## src/rtl/aes_coproc_sequencer_if.sv

```systemverilog
// Decode/core/writeback-side signal bundle for the AES custom-0 instruction sequencer.
// The sequencer takes the slave view; the surrounding pipeline takes the master view.
interface aes_coproc_sequencer_if #(
    parameter int unsigned XLEN = 32
);
    logic            issue_valid;
    logic [2:0]      issue_funct;
    logic [4:0]      issue_rd;
    logic [XLEN-1:0] issue_rs1_val;
    logic [XLEN-1:0] issue_rs2_val;
    logic            kill;

    logic            aes_start;
    logic [2:0]      aes_op;
    logic [XLEN-1:0] aes_din_a;
    logic [XLEN-1:0] aes_din_b;
    logic            aes_core_done;
    logic [XLEN-1:0] aes_core_result;

    logic            wb_pipe_valid;
    logic            rf_we;
    logic [4:0]      rf_waddr;
    logic [XLEN-1:0] rf_wdata;

    logic            aes_done;
    logic            aes_err;

    modport slave (
        input  issue_valid, issue_funct, issue_rd, issue_rs1_val, issue_rs2_val, kill,
        input  aes_core_done, aes_core_result, wb_pipe_valid,
        output aes_start, aes_op, aes_din_a, aes_din_b,
        output rf_we, rf_waddr, rf_wdata, aes_done, aes_err
    );

    modport master (
        output issue_valid, issue_funct, issue_rd, issue_rs1_val, issue_rs2_val, kill,
        output aes_core_done, aes_core_result, wb_pipe_valid,
        input  aes_start, aes_op, aes_din_a, aes_din_b,
        input  rf_we, rf_waddr, rf_wdata, aes_done, aes_err
    );
endinterface

```

## src/rtl/aes_coproc_sequencer.sv

```systemverilog
// Launches one AES core operation per custom-0 instruction, waits with a timeout, and
// writes the result back through the shared RF port when the pipeline leaves it free.
module aes_coproc_sequencer #(
    parameter int unsigned XLEN    = 32,
    parameter int unsigned TIMEOUT = 64
) (
    input logic                   clk,
    input logic                   nrst,
    aes_coproc_sequencer_if.slave bus_io
);
    localparam int unsigned CNT_W = $clog2(TIMEOUT + 1);
    localparam logic [CNT_W-1:0] CntLast = CNT_W'(TIMEOUT - 1);
    localparam logic [CNT_W-1:0] CntMax  = CNT_W'(TIMEOUT);

    typedef enum logic [2:0] {StIdle, StLaunch, StWait, StWb, StDone} state_e;

    state_e            state_q, state_d;
    logic [2:0]        funct_q, funct_d;
    logic [4:0]        rd_q, rd_d;
    logic [XLEN-1:0]   a_q, a_d;
    logic [XLEN-1:0]   b_q, b_d;
    logic [XLEN-1:0]   result_q, result_d;
    logic [CNT_W-1:0]  cnt_q, cnt_d;
    logic              abort_q, abort_d;
    logic              err_q, err_d;
    logic              accept;
    logic              abort_now;
    logic              timed_out;

    assign accept    = (state_q == StIdle) && bus_io.issue_valid && !bus_io.kill;
    // A kill in the same cycle as completion still suppresses the write.
    assign abort_now = abort_q || bus_io.kill;
    assign timed_out = (cnt_q == CntLast);

    always_ff @(posedge clk or negedge nrst) begin
        if (!nrst) begin
            state_q <= StIdle;
        end else begin
            state_q <= state_d;
        end
    end

    always_comb begin
        state_d = state_q;
        unique case (state_q)
            StIdle:   if (accept) state_d = StLaunch;
            StLaunch: state_d = StWait;
            StWait: begin
                if (bus_io.aes_core_done) begin
                    state_d = (!abort_now && (rd_q != 5'd0)) ? StWb : StDone;
                end else if (timed_out) begin
                    state_d = StDone;
                end
            end
            StWb:     if (!bus_io.wb_pipe_valid) state_d = StDone;
            StDone:   state_d = StIdle;
            default:  state_d = StIdle;
        endcase
    end

    always_comb begin
        funct_d  = funct_q;
        rd_d     = rd_q;
        a_d      = a_q;
        b_d      = b_q;
        result_d = result_q;
        cnt_d    = cnt_q;
        abort_d  = abort_q;
        err_d    = err_q;
        if (accept) begin
            funct_d = bus_io.issue_funct;
            rd_d    = bus_io.issue_rd;
            a_d     = bus_io.issue_rs1_val;
            b_d     = bus_io.issue_rs2_val;
        end
        unique case (state_q)
            StLaunch: begin
                cnt_d   = '0;
                abort_d = abort_now;
            end
            StWait: begin
                cnt_d   = (cnt_q == CntMax) ? cnt_q : cnt_q + CNT_W'(1);
                abort_d = abort_now;
                if (bus_io.aes_core_done) begin
                    result_d = bus_io.aes_core_result;
                end else if (timed_out) begin
                    err_d = 1'b1;
                end
            end
            StDone:  abort_d = 1'b0;
            default: ;
        endcase
    end

    always_ff @(posedge clk or negedge nrst) begin
        if (!nrst) begin
            funct_q  <= '0;
            rd_q     <= '0;
            a_q      <= '0;
            b_q      <= '0;
            result_q <= '0;
            cnt_q    <= '0;
            abort_q  <= 1'b0;
            err_q    <= 1'b0;
        end else begin
            funct_q  <= funct_d;
            rd_q     <= rd_d;
            a_q      <= a_d;
            b_q      <= b_d;
            result_q <= result_d;
            cnt_q    <= cnt_d;
            abort_q  <= abort_d;
            err_q    <= err_d;
        end
    end

    // Pipeline writeback wins the shared port; rf_we doubles as the RF mux select.
    always_comb begin
        bus_io.aes_start = (state_q == StLaunch);
        bus_io.aes_done  = (state_q == StDone);
        bus_io.rf_we     = (state_q == StWb) && !bus_io.wb_pipe_valid;
        bus_io.rf_waddr  = bus_io.rf_we ? rd_q : 5'd0;
        bus_io.rf_wdata  = bus_io.rf_we ? result_q : '0;
        bus_io.aes_op    = funct_q;
        bus_io.aes_din_a = a_q;
        bus_io.aes_din_b = b_q;
        bus_io.aes_err   = err_q;
    end
endmodule

```

## src/flat_wrapper.sv

```systemverilog
// flat-port wrapper written by rule: the top's interface ports become plain ports
module aes_coproc_sequencer_flat 
#(
    parameter int unsigned XLEN    = 32,
    parameter int unsigned TIMEOUT = 64
)
  (clk, nrst, bus_io_issue_valid, bus_io_issue_funct, bus_io_issue_rd, bus_io_issue_rs1_val, bus_io_issue_rs2_val, bus_io_kill, bus_io_aes_core_done, bus_io_aes_core_result, bus_io_wb_pipe_valid, bus_io_aes_start, bus_io_aes_op, bus_io_aes_din_a, bus_io_aes_din_b, bus_io_rf_we, bus_io_rf_waddr, bus_io_rf_wdata, bus_io_aes_done, bus_io_aes_err);
  aes_coproc_sequencer_if #(.XLEN(XLEN)) bus_io_i ();
  input logic clk;
  input logic nrst;
  input wire logic [$bits(bus_io_i.issue_valid)-1:0] bus_io_issue_valid;
  input wire logic [$bits(bus_io_i.issue_funct)-1:0] bus_io_issue_funct;
  input wire logic [$bits(bus_io_i.issue_rd)-1:0] bus_io_issue_rd;
  input wire logic [$bits(bus_io_i.issue_rs1_val)-1:0] bus_io_issue_rs1_val;
  input wire logic [$bits(bus_io_i.issue_rs2_val)-1:0] bus_io_issue_rs2_val;
  input wire logic [$bits(bus_io_i.kill)-1:0] bus_io_kill;
  input wire logic [$bits(bus_io_i.aes_core_done)-1:0] bus_io_aes_core_done;
  input wire logic [$bits(bus_io_i.aes_core_result)-1:0] bus_io_aes_core_result;
  input wire logic [$bits(bus_io_i.wb_pipe_valid)-1:0] bus_io_wb_pipe_valid;
  output wire logic [$bits(bus_io_i.aes_start)-1:0] bus_io_aes_start;
  output wire logic [$bits(bus_io_i.aes_op)-1:0] bus_io_aes_op;
  output wire logic [$bits(bus_io_i.aes_din_a)-1:0] bus_io_aes_din_a;
  output wire logic [$bits(bus_io_i.aes_din_b)-1:0] bus_io_aes_din_b;
  output wire logic [$bits(bus_io_i.rf_we)-1:0] bus_io_rf_we;
  output wire logic [$bits(bus_io_i.rf_waddr)-1:0] bus_io_rf_waddr;
  output wire logic [$bits(bus_io_i.rf_wdata)-1:0] bus_io_rf_wdata;
  output wire logic [$bits(bus_io_i.aes_done)-1:0] bus_io_aes_done;
  output wire logic [$bits(bus_io_i.aes_err)-1:0] bus_io_aes_err;
  assign bus_io_i.issue_valid = bus_io_issue_valid;
  assign bus_io_i.issue_funct = bus_io_issue_funct;
  assign bus_io_i.issue_rd = bus_io_issue_rd;
  assign bus_io_i.issue_rs1_val = bus_io_issue_rs1_val;
  assign bus_io_i.issue_rs2_val = bus_io_issue_rs2_val;
  assign bus_io_i.kill = bus_io_kill;
  assign bus_io_i.aes_core_done = bus_io_aes_core_done;
  assign bus_io_i.aes_core_result = bus_io_aes_core_result;
  assign bus_io_i.wb_pipe_valid = bus_io_wb_pipe_valid;
  assign bus_io_aes_start = bus_io_i.aes_start;
  assign bus_io_aes_op = bus_io_i.aes_op;
  assign bus_io_aes_din_a = bus_io_i.aes_din_a;
  assign bus_io_aes_din_b = bus_io_i.aes_din_b;
  assign bus_io_rf_we = bus_io_i.rf_we;
  assign bus_io_rf_waddr = bus_io_i.rf_waddr;
  assign bus_io_rf_wdata = bus_io_i.rf_wdata;
  assign bus_io_aes_done = bus_io_i.aes_done;
  assign bus_io_aes_err = bus_io_i.aes_err;
  aes_coproc_sequencer #(.XLEN(XLEN), .TIMEOUT(TIMEOUT)) u_core (.clk(clk), .nrst(nrst), .bus_io(bus_io_i));
endmodule
```

## config.mk

```make
export PLATFORM = sky130hd
export DESIGN_NAME = aes_coproc_sequencer_flat
export DESIGN_NICKNAME = d
export VERILOG_FILES = /design/src/rtl/aes_coproc_sequencer_if.sv /design/src/rtl/aes_coproc_sequencer.sv /design/src/flat_wrapper.sv
export SDC_FILE = /design/constraint.sdc
export NUM_CORES = 1
export LEC_CHECK = 0
export CORE_MARGIN = 10
export CORE_UTILIZATION = 37
export DETAILED_ROUTE_END_ITERATION = 10
export PLACE_DENSITY = 0.81
export SETUP_SLACK_MARGIN = 0.1
export SLEW_MARGIN = 15
export SYNTH_ARGS = -nofsm -noshare
export SYNTH_HDL_FRONTEND = slang
export SYNTH_SLANG_ARGS = --single-unit
```

## constraint.sdc

```tcl
create_clock -name clk -period 2 [get_ports clk]
set_clock_uncertainty 0.1 [all_clocks]
set_input_delay 0.5 -clock clk [delete_from_list [all_inputs] [get_ports clk]]
set_output_delay 0.5 -clock clk [all_outputs]
set_load 0.005 [all_outputs]
```

==> results.tsv <==
stage	metric	value	unit
outcome	status	finished, violations left	
outcome	failing checks	negative setup slack	
setup_path	critical path fanouts, max	8	
synthesis	YS warnings	0	
timing	setup ws final	-0.4221	ns
timing	final hold slack	0.07623	ns
placed_design	hpwl dp	11.36	mm
global_routing	vias in the first global route	4422	
timing	maximum clock frequency	412.9	MHz
timing	period utilisation layout	1.211	
setup_path	CP Launch Type	flip-flop	
timing	Worst Max-Slew Pin Slew	0.6229	ns
setup_path	Crit. End Element	primary output	
synthesis	fraction of registers with async set/reset	1.000	
timing	Pins Over Slew Limit	0	
route	DRC viols	0	
synthesis	top cell type's share of synthesized area	0.5710	
route	WL per Instance	20.99	um
floorplanning	Boundary Pins	218	
setup_path	R2R depth	7	
synthesis	syn avg cell area	14.61	um^2
clock_tree	later-pin clock latency in the skew report	0.41	ns
timing	Final Critical Period	2.422	ns
clock_tree	Worst-path clk slew	0.06	ns
setup_path	Setup CP Type	flip-flop to primary output	
clock_tree	clock tree from TritonCTS	done	
placed_design	Buffers on Ports	217	
cells_and_area	share of layout cells above drive strength 1	0.4301	
synthesis	most area-consuming cells after synthesis	dfrtp_1, mux2_2, mux2_4, and2_1, mux2_1	
synthesis	sequential share of the synthesized area	0.5710	
global_routing	largest net degree at the start of global routing	117	
timing	RSZ-0062 raised after global routing	true	
setup_path	WP data arrival	1.82	ns
clock_tree	clock sink total	116	
placed_design	Placer Congestion	0.7765	
route	via count	3979	
synthesis	Post-synth EDFFs	0	
cells_and_area	synthesis-to-finish area growth	73.54	%
synthesis	FF+latch count, synth	116	
floorplanning	FP Rows	42	
synthesis	largest area contributor in the netlist	dfrtp_1	
synthesis	mapped cell area	5084	um^2
clock_tree	CTS buffer count	17	
placed_design	placed cells	752	
floorplanning	Initial Util	0.3809	
timing	Final Hold Viols	0	
setup_path	Critical Path RT	1.40	ns
clock_tree	Clock Tree Buf Depth	2	
global_routing	initial antenna violation count	0	
synthesis	ys flop type	dfrtp_1	
cells_and_area	ANT cells	0	
hold_path	Hold Crit Class	input pin to async pin	
route	Routed Antenna Nets	0	
timing	setup TNS	-14.01	ns
floorplanning	full die area	18830	um^2
power_and_ir_drop	Pwr per Cell Area	1321	nW/um^2
flow_run	max-cap violation count	0	
global_routing	first-pass GRT wire length	24.67	mm
synthesis	synth unique cells	43	
power_and_ir_drop	worst vdd ir	0.8034	mV
synthesis	Net Count, Synth	460	
route	router iterations before antenna repair	4	
floorplanning	CORE AREA	13350	um^2
placed_design	dpl ws	-0.7099	ns
power_and_ir_drop	Leakage	4.227	nW
route	drt initial violations	234	
route	Routed WL	17.07	mm
timing	# setup viols final	39	
floorplanning	die width	137.2	um
global_routing	Overflow after GRT	0	
cells_and_area	Nets	736	
route	vias per inst	4.894	
cells_and_area	final non-filler cell total	813	
floorplanning	die height	137.2	um
cells_and_area	Final Util	0.6609	
synthesis	Mapped Cells	348	
clock_tree	htree depth	4	
global_routing	Total GRT Usage	0.1695	
timing	slew margin rel.	0.5848	
clock_tree	Root Buffer	clkbuf_16	
==> cells in the mapped netlist, drive strengths merged, types with 2 or more instances <==
| cell | instances |
|---|---|
| nor3 | 4 |
| nand2 | 9 |
| and2 | 39 |
| xor2 | 2 |
| nor2 | 7 |
| mux2i | 2 |
| nor4 | 4 |
| nand3 | 7 |
| mux2 | 105 |
| dfrtp | 116 |
| o21bai | 2 |
| buf | 16 |
| ha | 2 |
| a21oi | 3 |
| o21ai | 5 |
| inv | 6 |
| clkbuf | 3 |
==> cell families (layout without fill, tap and decap cells) <==
group,Yosys count,count (layout),synth area share
AO/OA/AOI/OAI,17,17,0.02215
multiplexers,107,107,0.2587
XOR/XNOR,2,2,0.003446
buffers and inverters,25,313,0.04578
flip-flops,116,116,0.5710
AND/OR/NAND/NOR,79,80,0.09402
adder cells (fa/ha/maj),2,2,0.004922
==> state kept, by name, indices dropped and copies added, names as in the netlist <==
signal / cells
u_core.abort_q: 1
u_core.bus_io.aes_din_a: 32
u_core.bus_io.aes_din_b: 32
u_core.bus_io.aes_err: 1
u_core.bus_io.aes_op: 3
u_core.cnt_q: 7
u_core.rd_q: 5
u_core.result_q: 32
u_core.state_q: 3
==> metrics by stage <==
| step | power (mW) | area (um^2) |
|---|---|---|
| floorplan | 6.120 | 5084 |
| global placement | 8.348 | 7551 |
| detailed placement | 8.549 | 7551 |
| CTS | 11.52 | 8453 |
| global route | 12.31 | 8822 |
| finish | 11.66 | 8822 |
==> final cells by class <==
cell class | count | area (um^2)
Clock buffer | 24 | 481.7
Timing Repair Buffer | 275 | 3000
Inverter | 6 | 22.52
Multi-Input combinational cell | 208 | 2118
Tap cell | 176 | 220.2
Fill cell | 952 | 4526
Sequential cell | 116 | 2903
Clock inverter | 8 | 76.32
==> cells in the final DEF (no fill, tap or decap), drive strengths merged, types with 3 or more instances in the layout <==
master / n
o21ai: 5
a21oi: 3
dfrtp: 116
and2: 40
clkdlybuf4s50: 118
clkinvlp: 3
nand2: 9
mux2: 105
buf: 95
dlygate4sd2: 26
nor4: 4
nor3: 4
nor2: 7
clkinv: 4
inv: 6
nand3: 7
dlymetal6s2s: 32
clkbuf: 28
==> power breakdown <==
part	total (mW)	leakage (nW)	internal, mW	switching, mW
logic	4.61	2.57	2.99	1.62
registers	4.21	1.39	3.50	0.708
clock network	2.84	0.266	1.80	1.04
total	11.7	4.23	8.29	3.36
==> critical path: stages, from the launching register on <==
cell and delay [ns]:
dfrtp_1 0.40, inv_2 0.08, nor2_4 0.10, and3_4 0.22, buf_6 0.12, buf_8 0.12, buf_16 0.13, and2_4 0.14
buf_6 0.09
==> routing by layer <==
layer / part of all wire / track usage / up-vias
li1: - / - / 1764
met4: 0.021 / 0.05972 / 0
met2: 0.51 / 0.2805 / 210
met5: 0 / 0 / -
met1: 0.36 / 0.1867 / 1969
met3: 0.11 / 0.08121 / 36
==> repair_timing <==
| action | CTS | global route |
|---|---|---|
| hold buffers | 0 | 0 |
| endpoints found under the setup margin | 65 | 107 |
| pin swaps | 26 | 14 |
| cloned | 3 | 5 |
| gates resized for setup | 259 | 85 |
| buffers inserted | 20 | 12 |
==> path summary, 6_finish.rpt <==
kind / start / to / slack (ns)
worst max-delay path: u_core.state_q[1]$_DFFE_PN0P_ / bus_io_rf_wdata[22] / -0.42
worst min-delay path: nrst / u_core.bus_io.aes_din_b[20]$_DFFE_PN0P_ / 0.08
worst max register to register: u_core.state_q[0]$_DFFE_PN0P_ / u_core.result_q[16]$_DFFE_PN0P_ / 0.03
worst min register to register: u_core.bus_io.aes_din_b[21]$_DFFE_PN0P_ / u_core.bus_io.aes_din_b[21]$_DFFE_PN0P_ / 0.38
max in group asynchronous: nrst / u_core.result_q[25]$_DFFE_PN0P_ / 1.25
min in group clk: u_core.bus_io.aes_din_b[21]$_DFFE_PN0P_ / u_core.bus_io.aes_din_b[21]$_DFFE_PN0P_ / 0.38
No activity file was read; power rests on OpenSTA's default activity.
